===== src/rtl/header_pattern_sequencer.sv =====
// ---------------------------------------------------------------------------
// header_pattern_sequencer
//   Drives bring-up test patterns onto the external breakout header. A run is
//   requested with start and plays one of four patterns (all-toggle,
//   walking-one, walking-zero, checkerboard) for a latched number of passes.
//   Each pattern step is held for DWELL_CYCLES clocks. abort ends a run at
//   once without a done pulse.
//
// Ports
//   clk       PLL global clock, rising edge
//   rst_n     asynchronous active-low reset
//   start     run request, sampled only while idle
//   mode      0 TOGGLE, 1 WALK1, 2 WALK0, 3 CHECKER (latched with start)
//   loops     passes to run, 0 = until abort (latched with start)
//   abort     terminate the current run, highest priority
//   bus_out   header pin drive (registered)
//   busy      run in progress (registered)
//   done      one-cycle pulse on normal completion (registered)
//   step_idx  current step within the pass (registered)
// ---------------------------------------------------------------------------
module header_pattern_sequencer #(
    parameter int unsigned NUM_PINS     = 37,
    parameter int unsigned DWELL_CYCLES = 50000
) (
    input  logic                clk,
    input  logic                rst_n,
    input  logic                start,
    input  logic [1:0]          mode,
    input  logic [7:0]          loops,
    input  logic                abort,
    output logic [NUM_PINS-1:0] bus_out,
    output logic                busy,
    output logic                done,
    output logic [5:0]          step_idx
);

    localparam int unsigned DWELL_W = $clog2(DWELL_CYCLES + 1);
    localparam int unsigned STEP_W  = 6;
    localparam int unsigned PASS_W  = 8;

    localparam logic [1:0] MODE_TOGGLE  = 2'd0;
    localparam logic [1:0] MODE_WALK1   = 2'd1;
    localparam logic [1:0] MODE_WALK0   = 2'd2;
    localparam logic [1:0] MODE_CHECKER = 2'd3;

    localparam logic [DWELL_W-1:0] DWELL_LAST = DWELL_W'(DWELL_CYCLES - 1);
    localparam logic [STEP_W-1:0]  WALK_LAST  = STEP_W'(NUM_PINS - 1);
    localparam logic [STEP_W-1:0]  PAIR_LAST  = STEP_W'(1);
    localparam logic [PASS_W-1:0]  PASS_MAX   = '1;

    typedef enum logic {
        ST_IDLE,
        ST_RUN
    } state_t;

    state_t              state,     state_nxt;
    logic [NUM_PINS-1:0] bus_nxt;
    logic                busy_nxt;
    logic                done_nxt;
    logic [STEP_W-1:0]   step_nxt;
    logic [DWELL_W-1:0]  dwell_cnt, dwell_nxt;
    logic [PASS_W-1:0]   pass_cnt,  pass_nxt;
    logic [1:0]          mode_q,    mode_nxt;
    logic [PASS_W-1:0]   loops_q,   loops_nxt;

    logic [STEP_W-1:0]   last_step_c;
    logic [STEP_W-1:0]   step_inc_c;
    logic [PASS_W-1:0]   pass_inc_c;

    // Pin pattern for a given mode and step; bit 0 is pin 0 (even).
    function automatic logic [NUM_PINS-1:0] pattern_f(input logic [1:0]        m,
                                                      input logic [STEP_W-1:0] k);
        logic [NUM_PINS-1:0] p;
        p = '0;
        for (int unsigned i = 0; i < NUM_PINS; i++) begin
            unique case (m)
                MODE_TOGGLE:  p[i] = k[0];
                MODE_WALK1:   p[i] = (STEP_W'(i) == k);
                MODE_WALK0:   p[i] = (STEP_W'(i) != k);
                MODE_CHECKER: p[i] = ((i % 2) == 0) ? ~k[0] : k[0];
                default:      p[i] = 1'b0;
            endcase
        end
        return p;
    endfunction

    // Walking patterns visit every pin; toggle and checker alternate two steps.
    assign last_step_c = (mode_q == MODE_WALK1 || mode_q == MODE_WALK0) ? WALK_LAST : PAIR_LAST;
    assign step_inc_c  = step_idx + STEP_W'(1);
    assign pass_inc_c  = pass_cnt + PASS_W'(1);

    // State and output registers.
    always_ff @(posedge clk or negedge rst_n) begin
        if (!rst_n) begin
            state     <= ST_IDLE;
            bus_out   <= '0;
            busy      <= 1'b0;
            done      <= 1'b0;
            step_idx  <= '0;
            dwell_cnt <= '0;
            pass_cnt  <= '0;
            mode_q    <= MODE_TOGGLE;
            loops_q   <= '0;
        end else begin
            state     <= state_nxt;
            bus_out   <= bus_nxt;
            busy      <= busy_nxt;
            done      <= done_nxt;
            step_idx  <= step_nxt;
            dwell_cnt <= dwell_nxt;
            pass_cnt  <= pass_nxt;
            mode_q    <= mode_nxt;
            loops_q   <= loops_nxt;
        end
    end

    // Next-state and next-output logic.
    always_comb begin
        state_nxt = state;
        bus_nxt   = bus_out;
        busy_nxt  = busy;
        done_nxt  = 1'b0;
        step_nxt  = step_idx;
        dwell_nxt = dwell_cnt;
        pass_nxt  = pass_cnt;
        mode_nxt  = mode_q;
        loops_nxt = loops_q;

        unique case (state)
            ST_IDLE: begin
                bus_nxt   = '0;
                busy_nxt  = 1'b0;
                step_nxt  = '0;
                dwell_nxt = '0;
                pass_nxt  = '0;
                // abort outranks a simultaneous start.
                if (start && !abort) begin
                    state_nxt = ST_RUN;
                    mode_nxt  = mode;
                    loops_nxt = loops;
                    busy_nxt  = 1'b1;
                    bus_nxt   = pattern_f(mode, '0);
                end
            end

            ST_RUN: begin
                if (abort) begin
                    state_nxt = ST_IDLE;
                    bus_nxt   = '0;
                    busy_nxt  = 1'b0;
                    step_nxt  = '0;
                    dwell_nxt = '0;
                    pass_nxt  = '0;
                end else if (dwell_cnt == DWELL_LAST) begin
                    dwell_nxt = '0;
                    if (step_idx == last_step_c) begin
                        if (loops_q != '0 && pass_inc_c == loops_q) begin
                            // Final dwell of the final pass.
                            state_nxt = ST_IDLE;
                            bus_nxt   = '0;
                            busy_nxt  = 1'b0;
                            done_nxt  = 1'b1;
                            step_nxt  = '0;
                            pass_nxt  = '0;
                        end else begin
                            step_nxt = '0;
                            bus_nxt  = pattern_f(mode_q, '0);
                            // Endless runs only need the count to stop moving.
                            if (pass_cnt != PASS_MAX) begin
                                pass_nxt = pass_inc_c;
                            end
                        end
                    end else begin
                        step_nxt = step_inc_c;
                        bus_nxt  = pattern_f(mode_q, step_inc_c);
                    end
                end else begin
                    dwell_nxt = dwell_cnt + DWELL_W'(1);
                end
            end

            default: begin
                state_nxt = ST_IDLE;
                bus_nxt   = '0;
                busy_nxt  = 1'b0;
                step_nxt  = '0;
                dwell_nxt = '0;
                pass_nxt  = '0;
            end
        endcase
    end

endmodule


===== config.mk =====
export PLATFORM = sky130hd
export DESIGN_NAME = header_pattern_sequencer
export DESIGN_NICKNAME = d
export VERILOG_FILES = /design/src/rtl/header_pattern_sequencer.sv
export SDC_FILE = /design/constraint.sdc
export NUM_CORES = 1
export LEC_CHECK = 0
export BUFFER_PORTS_ARGS = -buffer_cell sky130_fd_sc_hd__buf_4
export CORE_AREA = 5 5 96 98
export CTS_BUF_LIST = sky130_fd_sc_hd__clkbuf_4 sky130_fd_sc_hd__clkbuf_8
export DETAILED_ROUTE_END_ITERATION = 12
export DIE_AREA = 0 0 101 103
export PLACE_DENSITY = 0.82
export REMOVE_ABC_BUFFERS = 1
export SYNTH_ARGS = -nofsm -noshare
export SYNTH_HDL_FRONTEND = slang
export SYNTH_SLANG_ARGS = --single-unit
export TNS_END_PERCENT = 10

===== constraint.sdc =====
create_clock -name clk -period 7.2 [get_ports clk]
set_input_delay 0.36 -clock clk [delete_from_list [all_inputs] [get_ports clk]]
set_output_delay 0.36 -clock clk [all_outputs]
set_load 0.02 [all_outputs]

After elaboration in Yosys (flattened, before gate mapping)
Cells that the tools add are included.

$add $sub $neg: 3. Eq/ne operators: 86. Multiplexer cells: 79. Bitwise logic cells: 2. Reductions and logical operators: 23.

Operators by type and width (count): $mux 37 (5); $eq 5x6->1 const A (16); $ne 5x6->1 const A (16); $pmux 1 s4 (19); $pmux 37 s2 (1); $pmux 1 s3 (18); $eq 4x6->1 const A (8); $ne 4x6->1 const A (8); $mux 8 (5); $mux 16 (2); $pmux 16 s2 (1); $eq 6x6->1 const A (5); $ne 6x6->1 const A (5); $eq 3x6->1 const A (4); $mux 6 (4); $ne 3x6->1 const A (4); $reduce_or 2->1 (9); $add 16x1->16 const B (1); $eq 16x16->1 const B (1); $pmux 1 s2 (8); $pmux 8 s2 (1); $mux 1 (14); $eq 2x6->1 const A (2); $ne 2x6->1 const A (2); 23 further kinds (34).

Flip-flop bits (word level): 80. Input port bits: 14. Output and inout port bits: 45. Word-level logic and storage cells: 202.

Logic depth before layout (Yosys ltp)
Gate-level depths: netlist of the first run.

Depth in word-level cells: 8. Mapped depth: 10. Gate-level depth less buffers: 8.

Worst setup path before layout of the first run
OpenSTA, ideal clock, no wires.

Path type: flip-flop to flip-flop. Start point: reg mode_q[0]. End point: reg bus_out[22]. Library setup time: 0.132 ns. Arrival time: 2.427 ns. Required time: 7.068 ns. Path slack: 4.641 ns. Stages on the path, launching flop included: 11. Path buffers: 2. Clock period less this slack: 2.559 ns. Cell sequence: dfrtp_1 inv_1 ha_1 nor4b_1 o21ai_0 clkbuf_1 a221oi_1 nand3_1 a31oi_2 buf_2 a211oi_1.

Word-level cells in the longest chain between the ends: 8. Elaborated cells on any way between the ends: 16. Those cells by class: eq/ne: 4; mux: 8; reduce/logical: 4.

Ends and longest elaborated chain: start, declared (line 63) `logic [1:0] mode_q, mode_nxt;`; start signal, assigned (line 112) `mode_q <= mode_nxt;`; $eq 2x2->1, or another cell as far along (line 76, 88); $reduce_or 2->1 (no line) or $logic_or 1x1->1 (tied branches); $pmux 1 s2 or $mux 6 (tied branches) (line 76, 88); $mux 37 or $eq 6x6->1 (tied branches) (line 157, 156); $mux 37 (*) (line 156) `if (step_idx == last_step_c) begin`; $mux 37 (*) (line 154) `end else if (dwell_cnt == DWELL_LAST) begin`; $mux 37 (*) (line 147) `if (abort) begin`; $pmux 37 s2 (*) (line 129) `unique case (state)`; end signal, assigned (line 106) `bus_out <= bus_nxt;`; end, declared (line 31) `output logic [NUM_PINS-1:0] bus_out,`.

Every way passes the cells marked *; elsewhere a longest branch is shown, timed or not. The select of a mux whose other input is x is not followed. A chain may end at the register's enable or synchronous reset.

Worst setup path after layout of the first run
Start point: reg step_idx[0]. End point: reg bus_out[7].

Word-level cells in the longest chain between the ends: 7. Elaborated cells on any way between the ends: 9. Those cells by class: add/sub: 1; eq/ne: 3; mux: 5.

Ends and longest elaborated chain: start, declared (line 34) `output logic [5:0] step_idx`; start signal, assigned (line 109) `step_idx <= step_nxt;`; $add 6x1->6 (line 89) `assign step_inc_c = step_idx + STEP_W'(1);`; $ne 3x6->1 or $eq 3x6->1 (tied branches) (line 79, 78); $pmux 1 s3 (line 76) `unique case (m)`; $mux 37 (*) (line 156); $mux 37 (*) (line 154); $mux 37 (*) (line 147); $pmux 37 s2 (*) (line 129).

Marks and branches as above.

==> metrics.txt, run 1 <==
delay-heaviest family, CP compound AO/OA/AOI/OAI gates; total power draw 0.00129 W; CTS tree yes; gr usage total 24.6%; hpwl dp 8.39 mm; Data required, critical path 7.46 ns; reg2reg setup slack 3.98 ns; total gr overflow 0; cells along the critical path ha_1, nand2b_1, o32ai_1, a41oi_1, a311o_1, a211oi_1; CP startpoint kind register; Die X 101 um; Arr. time, crit path 3.49 ns; most used routing layer met2; fillers 657; total setup buffers inserted after CTS 0; Hold Vio Cnt, Final 0; Ys Warns 0; worst vdd ir 0.000160 V; initial antenna violation count 0; status completed; Die Ht 103 um; drt pass-1 iters 5; Worst Hold Class in2async; post-layout util 67.1%; CTS Buf Count 9; max cap viols 0; RSZ-0062 raised after global routing no; Crit Path Max Fanout 19; drc violations 0; PD cells 229 nW/um^2; Final TNS setup 0 ns; critical setup path kind reg2reg; Unique masters post-synth 68; ANT nets after route 0; Mean Syn Cell Area 9.27 sq um; ys async rst share 100%; first-pass GRT wire length 20.8 mm; post-cts sizing count 0; final net count 596; row count 34; total wire length 12.3 mm; Lkg Pwr 2.51 nW; Core ar. 8380 sq um; clk buf depth 2; GR Util met1 33.9%; fmax 310 MHz; layout cells sized above 1 18.8%; CP max stage cell o32ai_1; netlist area before placement 4920 sq um; Hold Buf Count CTS 0; initial DRC count 296; Reg clk slew, reported paths 0.09 ns; Clock Skews 0.00735 ns; Reg2Reg Capture Point bus_out[7]; # diodes 0; crit path buf inv count 0; DR vias 4458; Initial Util 58.8%; # port buffers 58; routability cong. 0.888; CP max stage delay 1.00 ns; number of synthesized flops with an enable pin 0; crit path time final 3.22 ns; largest net degree at the start of global routing 81; Clock Latency Late Sink 0.36 ns; Main synth FF type dfrtp_1; register area share after synthesis 40.7%; Area growth syn-to-layout 14.2%; FF-to-FF Start step_idx[0]; relative slew slack 19.3%; Die ar. 10400 sq um; Post-Syn Instances 531; vias in the first global route 4228; met3 GRT Util 4.33%; CTS root buffer clkbuf_8; met2 Track Usage GR 38.3%; vias per inst 6.54; Synth Register Bits 80; max-slew violations 0; worst-margin pin slew 1.21 ns; fin crit share 44.8%; CTS Sinks 80; crit end category register; routed len/inst 18.0 um; Setup violations, final 0; IO Pins 59; H-tree levels 3; FF-to-FF path depth 6
-- final cells by class --
cell class	instances	area (sq um)	share of cell area, %
multi-input cells	404	2750	48.8
flip-flops and latches	80	2000	35.6
repair buffers	64	480	8.54
clock buffers	10	138	2.45
well taps	108	135	2.40
clock inverters	5	81.3	1.45
inverters	11	41.3	0.734
-- synthesized netlist by cell type, drive strengths merged, types with 5 or more instances --
library cell | number | area, sq um
inv | 11 | 41.3
ha | 12 | 150
o31ai | 8 | 75.1
xnor2 | 11 | 96.3
nand2 | 27 | 101
nand4 | 8 | 50.1
a21oi | 23 | 115
clkbuf | 28 | 105
a31o | 6 | 52.6
a31oi | 13 | 87.6
and2 | 9 | 56.3
mux2i | 23 | 230
or3 | 10 | 62.6
buf | 8 | 40.0
o21ai | 35 | 179
nand3 | 28 | 145
nand2b | 7 | 43.8
a211oi | 29 | 223
nor2 | 55 | 206
xor2 | 10 | 87.6
dfrtp | 80 | 2000
mux2 | 8 | 90.1
o221ai | 6 | 52.6
nor3 | 5 | 25.0
-- metal layers --
layer / wire, um / part of all wire, %
met1: 5340 / 44
met2: 5800 / 47
met3: 771 / 6.3
met4: 344 / 2.8
met5: 0 / 0
-- sequential cells by signal, indices dropped and copies added, names as in the netlist --
| register | cells |
|---|---|
| mode_q | 2 |
| pass_cnt | 8 |
| loops_q | 8 |
| busy | 1 |
| done | 1 |
| step_idx | 6 |
| bus_out | 37 |
| dwell_cnt | 16 |
| state | 1 |
-- metrics by stage --
stage | instances | hold WS, ns | worst slack, ns | area, sq um
after global routing | 682 | 0.215 | 3.65 | 5620
after floorplan | 495 | 0.0644 | 3.22 | 4780
after detailed placement | 667 | 0.479 | 4.04 | 5410
after global placement | 667 | 0.470 | 4.04 | 5410
after CTS | 682 | 0.218 | 4.01 | 5620
final | 682 | 0.167 | 3.98 | 5620
-- cell families (layout without fill, tap and decap cells) --
kind of cell	Yosys count	after routing	share of synthesized area, %
multiplexers	31	31	6.50
AND/OR/NAND/NOR	175	175	18.4
AO/OA/AOI/OAI	165	165	23.9
buffers and inverters	47	90	3.79
adder cells (fa/ha/maj)	12	12	3.05
flip-flops	80	80	40.7
XOR/XNOR	21	21	3.73
-- report_power, final --
| group | switching (W) | total [W] | internal (W) |
|---|---|---|---|
| Sequential | 0.0000388 | 0.000539 | 0.000500 |
| Combinational | 0.000221 | 0.000372 | 0.000151 |
| Clock | 0.000171 | 0.000374 | 0.000203 |
| Total | 0.000431 | 0.00129 | 0.000854 |
-- cells in the final DEF, fill, tap and decap left out, types with 3 or more instances in the layout --
master | synthesis | final
a211oi_1 | 28 | 28
a21o_1 | 4 | 4
a21oi_1 | 23 | 23
a22oi_1 | 4 | 4
a311o_1 | 3 | 3
a31o_2 | 6 | 6
a31oi_1 | 12 | 12
a41oi_1 | 3 | 3
and2_1 | 9 | 9
buf_4 | 0 | 64
clkbuf_8 | 0 | 10
dfrtp_1 | 80 | 80
ha_1 | 12 | 12
inv_1 | 11 | 11
mux2_2 | 8 | 8
mux2i_1 | 23 | 23
nand2_1 | 27 | 27
nand2b_1 | 7 | 7
nand3_1 | 27 | 27
nand3b_1 | 4 | 4
nand4_1 | 8 | 8
nor2_1 | 55 | 55
nor3_1 | 5 | 5
nor4_1 | 3 | 3
o211ai_1 | 4 | 4
o21ai_0 | 33 | 33
o221ai_1 | 6 | 6
o22ai_1 | 4 | 4
o2bb2ai_1 | 3 | 3
o31ai_1 | 5 | 4
o31ai_2 | 3 | 4
o32ai_1 | 3 | 3
or3_1 | 10 | 10
xnor2_1 | 11 | 11
xor2_1 | 10 | 10
-- how the worst max path moves through the flow --
stage | start | endpoint | slack, ns | cells past startpoint
6_report | step_idx[0] | bus_out[7] | 3.98 | 6
5_1_grt | step_idx[0] | bus_out[7] | 3.65 | 6
4_1_cts | mode_q[0] | bus_out[2] | 4.01 | 9
3_5_place_dp | step_idx[0] | bus_out[7] | 4.04 | 6
3_3_place_gp | step_idx[0] | bus_out[7] | 4.04 | 6
2_1_floorplan | dwell_cnt[5] | bus_out[13] | 3.22 | 6
(Power assumes the default switching activity.)
==> run 2, diff against run 1 <==
Settings changed: ABC_AREA set to 1, CORE_AREA 5 5 96 98 to 5 5 97 99, DIE_AREA 0 0 101 103 to 0 0 102 104.
Clock period 7.2 ns to 3.18 ns, I/O delays scaled along.
==> metrics.txt, run 2 <==
drt pass-1 iters 5 (unchanged); ANT nets after route 0 (unchanged); final setup margin 0.621 ns (was 3.98 ns); gr usage total 22.9% (was 24.6%); Sw Ratio 46.6% (was 33.5%); total setup buffers inserted after CTS 0 (unchanged); largest net degree at the start of global routing 81 (unchanged); CTS root buffer clkbuf_8 (unchanged); Ys Warns 0 (unchanged); most used routing layer met2 (unchanged); Power Internal 0.00285 W (was 0.000854 W); Largest Register bus_out (unchanged); Die X 102 um (was 101 um); drc violations 0 (unchanged); first-pass GRT wire length 20.3 mm (was 20.8 mm); CP max stage cell dfrtp_1 (was o32ai_1); final cell count without fillers 871 (was 682); PD cells 929 nW/um^2 (was 229 nW/um^2); Gate power share 55.4% (was 28.9%); leading cell type in the layout, fill and taps excluded nand2_1 (was dfrtp_1); Die Ht 104 um (was 103 um); Reg clk slew, reported paths 0.09 ns (about the same); dpl cells 849 (was 667); vias in the first global route 4423 (was 4228); routed len/inst 13.2 um (was 18.0 um); Clock power frac 14.9% (was 29.1%); max cap viols 0 (unchanged); cells along the critical path ha_1, nand3_1, xor2_2, inv_1, nand2_2, clkinv_1, nand3_1, nand3_1, nand2_1, nand2_1, nand2_1, a21oi_1 (was ha_1, nand2b_1, o32ai_1, a41oi_1, a311o_1, a211oi_1); # diodes 0 (unchanged); Post-synth top cells nand2_1 (188), nor2_1 (87), dfrtp_1 (80) (was dfrtp_1 (80), nor2_1 (55), o21ai_0 (33)); DR vias 4696 (was 4458); fmax 391 MHz (was 310 MHz); total power draw 0.00534 W (was 0.00129 W); initial DRC count 183 (was 296); max-slew violations 0 (unchanged); routability cong. 0.930 (was 0.888); Area growth syn-to-layout 14.2% (about the same); relative slew slack 35.1% (was 19.3%); cell with the most instances after synthesis nand2_1 (was dfrtp_1); Largest regs bus_out x37, dwell_cnt x16 (unchanged); status finished with violations (was completed); Initial Util 59.5% (was 58.8%); vias per inst 5.39 (was 6.54); post-cts sizing count 0 (unchanged); Mean Syn Cell Area 7.11 sq um (was 9.27 sq um); total gr overflow 0 (unchanged); crit end category register (unchanged); crit path buf inv count 2 (was 0); met2 Track Usage GR 38.0% (was 38.3%); H-tree levels 3 (unchanged); GR Util met1 30.2% (was 33.9%); Die ar. 10600 sq um (was 10400 sq um); CTS tree yes (unchanged); worst vdd ir 0.000471 V (was 0.000160 V); worst-margin pin slew 0.974 ns (was 1.21 ns); Core ar. 8470 sq um (was 8380 sq um); ys async rst share 100% (unchanged); fin crit share 80.5% (was 44.8%); netlist area before placement 5040 sq um (was 4920 sq um); Post-Syn Instances 708 (was 531); CTS Sinks 80 (unchanged); hpwl dp 8.05 mm (was 8.39 mm); Worst Hold Class in2async (unchanged); initial antenna violation count 0 (unchanged); # port buffers 58 (unchanged); critical setup path kind reg2reg (unchanged); CTS Buf Count 9 (unchanged); register area share after synthesis 39.8% (was 40.7%); number of synthesized flops with an enable pin 0 (unchanged); Unique masters post-synth 40 (was 68); row count 34 (unchanged); Data required, critical path 3.38 ns (was 7.46 ns); RSZ-0062 raised after global routing no (unchanged); Crit Path Max Fanout 17 (was 19); CP max stage delay 0.63 ns (was 1.00 ns); most frequent cells in the layout nand2_1 (188), nor2_1 (87), dfrtp_1 (80), buf_4 (62), o21ai_0 (61) (was dfrtp_1 (80), buf_4 (64), nor2_1 (55), o21ai_0 (33), a211oi_1 (28)); Switching Power 0.00249 W (was 0.000431 W); fillers 734 (was 657); crit path time final 2.56 ns (was 3.22 ns); Arr. time, crit path 2.76 ns (was 3.49 ns); Lkg Pwr 2.78 nW (was 2.51 nW); max FFs per register 37 (unchanged); Setup violations, final 0 (unchanged); Clock Skews 0.00610 ns (was 0.00735 ns); Flop pwr share 29.7% (was 42.0%); Synth Register Bits 80 (unchanged); Hold Vio Cnt, Final 80 (was 0); met3 GRT Util 4.90% (was 4.33%); Clock Latency Late Sink 0.35 ns (was 0.36 ns); post-place setup slack 0.667 ns (was 4.04 ns); WHS -0.0350 ns (was 0.167 ns); total wire length 11.5 mm (was 12.3 mm); delay-heaviest family, CP simple AND/OR/NAND/NOR gates (was compound AO/OA/AOI/OAI gates); final net count 784 (was 596); synth top area cells dfrtp_1 (40%), nand2_1 (14%), nor2_1 (6.5%), o21ai_0 (6.1%), nand3_1 (5.4%) (was dfrtp_1 (41%), mux2i_1 (4.7%), a211oi_1 (4.3%), nor2_1 (4.2%), o21ai_0 (3.4%)); Main synth FF type dfrtp_1 (unchanged); top cell type by total area after synthesis dfrtp_1 (unchanged); violated checks hold timing; Final TNS setup 0 ns (unchanged); post-synth top area share 39.8% (was 40.7%); CP startpoint kind register (unchanged); clk buf depth 2 (unchanged); layout cells sized above 1 17.2% (was 18.8%); IO Pins 59 (unchanged)
## run 2: cell count changes in the layout (fill, tap and decap cells not counted), sizes merged, moves of 8 or more
cell / change
o21ai: +39
or3: -10
a211oi: -29
nand2: +180
mux2: -8
xnor2: -9
a31oi: -11
nand3: +31
nor2: +38
mux2i: -23
a21oi: +30
inv: +50
and2: -9
## run 2: per-stage QoR
stage	util (%)	instance area, sq um	hold WS (ns)
6_report	67.9	5750	-0.0350
5_1_grt	67.9	5750	0.00866
4_1_cts	67.9	5750	0.00789
3_5_place_dp	64.7	5480	0.365
3_3_place_gp	64.7	5480	0.362
2_1_floorplan	-	4870	-0.137
## run 2: cell families (layout without fill, tap and decap cells)
family	after synthesis	in the layout	share of synthesized area (%)
flip-flops	80	80	39.8
XOR/XNOR	5	5	1.02
AO/OA/AOI/OAI	138	138	15.4
adder cells (fa/ha/maj)	12	12	2.98
AND/OR/NAND/NOR	381	381	32.9
buffers and inverters	92	147	7.90
## run 2: layer usage
metal / wire, um / vias to the layer above
li1: - / 2389
met1: 5020 / 2191
met2: 5760 / 105
met3: 605 / 11
met4: 115 / 0
met5: 0 / -
## run 2: cell type report
class                      instances  area (sq um)  share of cell area, %
inverter                          63           236                   4.11
timing repair buffer              68           526                   9.14
clock inverter                     5          62.6                   1.09
clock buffer                      11           151                   2.63
multi-input combinational        536          2640                   45.9
tap                              108           135                   2.35
sequential                        80          2000                   34.8
## run 2: path summary, 6_finish.rpt
| path | start | endpoint | slack [ns] | depth (start not counted) |
|---|---|---|---|---|
| max | step_idx[0] | bus_out[28] | 0.62 | 12 |
| min | rst_n | dwell_cnt[9] | -0.04 | 1 |
| max reg2reg | step_idx[0] | bus_out[28] | 0.62 | 12 |
| min reg2reg | dwell_cnt[0] | dwell_cnt[0] | 0.48 | 1 |
| max in group asynchronous | rst_n | bus_out[22] | 2.60 | 1 |
| min in group clk | loops[7] | loops_q[7] | 0.03 | 3 |
## run 2: repair_timing
item	4_1_cts	5_1_grt
hold buffers	6	0
endpoints found under the setup margin	0	0
endpoints found under the hold margin	6	0
## run 2: power by group through the flow
stage / clock [W] / combinational (W) / sequential, W
detailed placement: 0 / 0.00296 / 0.00160
global route: 0.000867 / 0.00335 / 0.00164
finish: 0.000797 / 0.00296 / 0.00159
global placement: 0 / 0.00289 / 0.00159
floorplan: 0 / 0.00182 / 0.00185
CTS: 0.000819 / 0.00298 / 0.00159
## run 2: worst reg2reg max path, delay by kind of cell (launching register included)
family,cells,cell delay (ns)
DFF,1,0.63
buffers and inverters,2,0.38
adders and majority gates,1,0.27
xor gates and xnor gates,1,0.24
AOI/OAI and AO/OA,1,0.06
and+or+nand+nor,7,0.81
==> run 3, diff against run 2 <==
Settings changed: CORE_AREA 5 5 97 99 to 5 5 102 104, DIE_AREA 0 0 102 104 to 0 0 107 109, PLACE_DENSITY 0.82 to 0.78.
Clock period 3.18 ns to 2.05 ns, I/O delays scaled along.
==> metrics.txt, run 3 (synthesis results as in run 2) <==
Arr. time, crit path 2.29 ns (was 2.76 ns); crit path buf inv count 2 (unchanged); CP max stage cell dfrtp_1 (unchanged); fmax 492 MHz (was 391 MHz); IO Pins 59 (unchanged); Lkg Pwr 3.01 nW (was 2.78 nW); row count 36 (was 34); CP startpoint kind register (unchanged); fin crit share 99.2% (was 80.5%); max cap viols 0 (unchanged); Core ar. 9460 sq um (was 8470 sq um); dpl cells 878 (was 849); drc violations 0 (unchanged); total power draw 0.00899 W (was 0.00534 W); Switching Power 0.00408 W (was 0.00249 W); DR vias 5016 (was 4696); Gate power share 57.2% (was 55.4%); total gr overflow 0 (unchanged); Power Internal 0.00492 W (was 0.00285 W); max-slew violations 0 (unchanged); clk buf depth 2 (unchanged); CTS root buffer clkbuf_8 (unchanged); RSZ-0062 raised after global routing yes (was no); most frequent cells in the layout nand2_1 (181), buf_4 (88), dfrtp_1 (78), nor2_1 (66), inv_1 (53) (was nand2_1 (188), nor2_1 (87), dfrtp_1 (80), buf_4 (62), o21ai_0 (61)); # port buffers 58 (unchanged); CTS Sinks 80 (unchanged); PD cells 1410 nW/um^2 (was 929 nW/um^2); Sw Ratio 45.3% (was 46.6%); relative slew slack 59.8% (was 35.1%); Die X 107 um (was 102 um); # diodes 0 (unchanged); Clock power frac 15.6% (was 14.9%); CTS tree yes (unchanged); ANT nets after route 0 (unchanged); routability cong. 0.905 (was 0.930); initial DRC count 300 (was 183); H-tree levels 3 (unchanged); vias in the first global route 4678 (was 4423); final net count 820 (was 784); routed len/inst 14.0 um (was 13.2 um); layout cells sized above 1 26.3% (was 17.2%); Data required, critical path 2.31 ns (was 3.38 ns); gr usage total 22.0% (was 22.9%); leading cell type in the layout, fill and taps excluded nand2_1 (unchanged); FF-to-FF path depth 11 (was 12); drt pass-1 iters 5 (unchanged); Largest Register bus_out (unchanged); final cell count without fillers 912 (was 871); first-pass GRT wire length 21.0 mm (was 20.3 mm); largest net degree at the start of global routing 46 (was 81); Largest regs bus_out x37, dwell_cnt x16 (unchanged); Setup violations, final 0 (unchanged); Clock Skews 0.0119 ns (was 0.00610 ns); crit end category register (unchanged); worst-margin pin slew 0.603 ns (was 0.974 ns); Worst Hold Class in2reg (was in2async); CTS Buf Count 9 (unchanged); hpwl dp 8.57 mm (was 8.05 mm); worst hold path depth 3; status completed (was finished with violations); max FFs per register 37 (unchanged); total wire length 12.8 mm (was 11.5 mm); CP max stage delay 0.42 ns (was 0.63 ns); initial antenna violation count 0 (unchanged); Hold Vio Cnt, Final 0 (was 80); vias per inst 5.50 (was 5.39); Reg clk slew, reported paths 0.09 ns (about the same); delay-heaviest family, CP simple AND/OR/NAND/NOR gates (unchanged); cells along the critical path buf_6, nand3_4, nor2_2, nand3_2, nand2_2, nand2_2, buf_4, o21ai_0, nand3_1, a21oi_1, a21oi_1 (was ha_1, nand3_1, xor2_2, inv_1, nand2_2, clkinv_1, nand3_1, nand3_1, nand2_1, nand2_1, nand2_1, a21oi_1); critical setup path kind reg2reg (unchanged); Clock Latency Late Sink 0.36 ns (was 0.35 ns); Die Ht 109 um (was 104 um); Flop pwr share 27.2% (was 29.7%); Area growth syn-to-layout 26.6% (was 14.2%); Crit path depth 11 (was 12); Crit Path Max Fanout 7 (was 17); Die ar. 11700 sq um (was 10600 sq um); crit path time final 2.03 ns (was 2.56 ns); Initial Util 53.2% (was 59.5%); worst vdd ir 0.000902 V (was 0.000471 V)
## run 3: worst paths after layout
path	from	slack (ns)	to
max	step_idx[0]	0.02	bus_out[0]
max in group asynchronous	rst_n	1.14	bus_out[2]
min in group asynchronous	rst_n	0.30	dwell_cnt[9]
min reg2reg	dwell_cnt[0]	0.47	dwell_cnt[0]
max reg2reg	step_idx[0]	0.02	bus_out[0]
min	mode[0]	0.03	mode_q[0]
## run 3: metrics by stage
| step | hold slack [ns] | cell area (sq um) | worst slack (ns) | utilization, % | TNS [ns] |
|---|---|---|---|---|---|
| 3_5_place_dp | 0.152 | 5690 | -0.0621 | 60.2 | -0.172 |
| 5_1_grt | 0.0467 | 6380 | -0.0931 | 67.4 | -1.26 |
| 6_report | 0.0345 | 6380 | 0.0162 | 67.4 | 0 |
| 4_1_cts | 0.0267 | 6030 | -0.0443 | 63.8 | -0.239 |
| 2_1_floorplan | -0.193 | 4870 | -0.979 | - | -40.83 |
| 3_3_place_gp | 0.143 | 5690 | 0.0278 | 60.2 | 0 |
## run 3: timing repair
item,4_1_cts,5_1_grt
gates resized for setup,4,77
endpoints found under the setup margin,25,59
hold endpoints to repair,52,0
hold buffers,9,0
gates cloned,0,0
buffers inserted,0,10
pin swaps,0,8
## run 3: worst min-delay path, stage by stage
cell and delay (ns):
buf_4 0.10, nand2_1 0.06, o21ai_0 0.09
## run 3: final cells by class
class / count / area [sq um]
Clock buffer: 13 / 179
Sequential cell: 80 / 2000
Tap cell: 114 / 143
Multi-Input combinational cell: 536 / 2890
Fill cell: 778 / 3080
Clock inverter: 2 / 60.1
Timing Repair Buffer: 104 / 856
Inverter: 63 / 244
## run 3: per-layer routing
| layer | track usage [%] | share of wire [%] |
|---|---|---|
| met5 | 0 | 0 |
| met3 | 3.67 | 5.3 |
| met2 | 37.9 | 51 |
| met1 | 28.0 | 42 |
| met4 | 7.85 | 1.8 |
## run 3: power groups by stage
stage               clock [W]  sequential (W)  combinational [W]
global route          0.00149         0.00252            0.00572
global placement            0         0.00244            0.00476
floorplan                   0         0.00288            0.00282
CTS                   0.00142         0.00243            0.00493
finish                0.00140         0.00245            0.00514
detailed placement          0         0.00246            0.00486
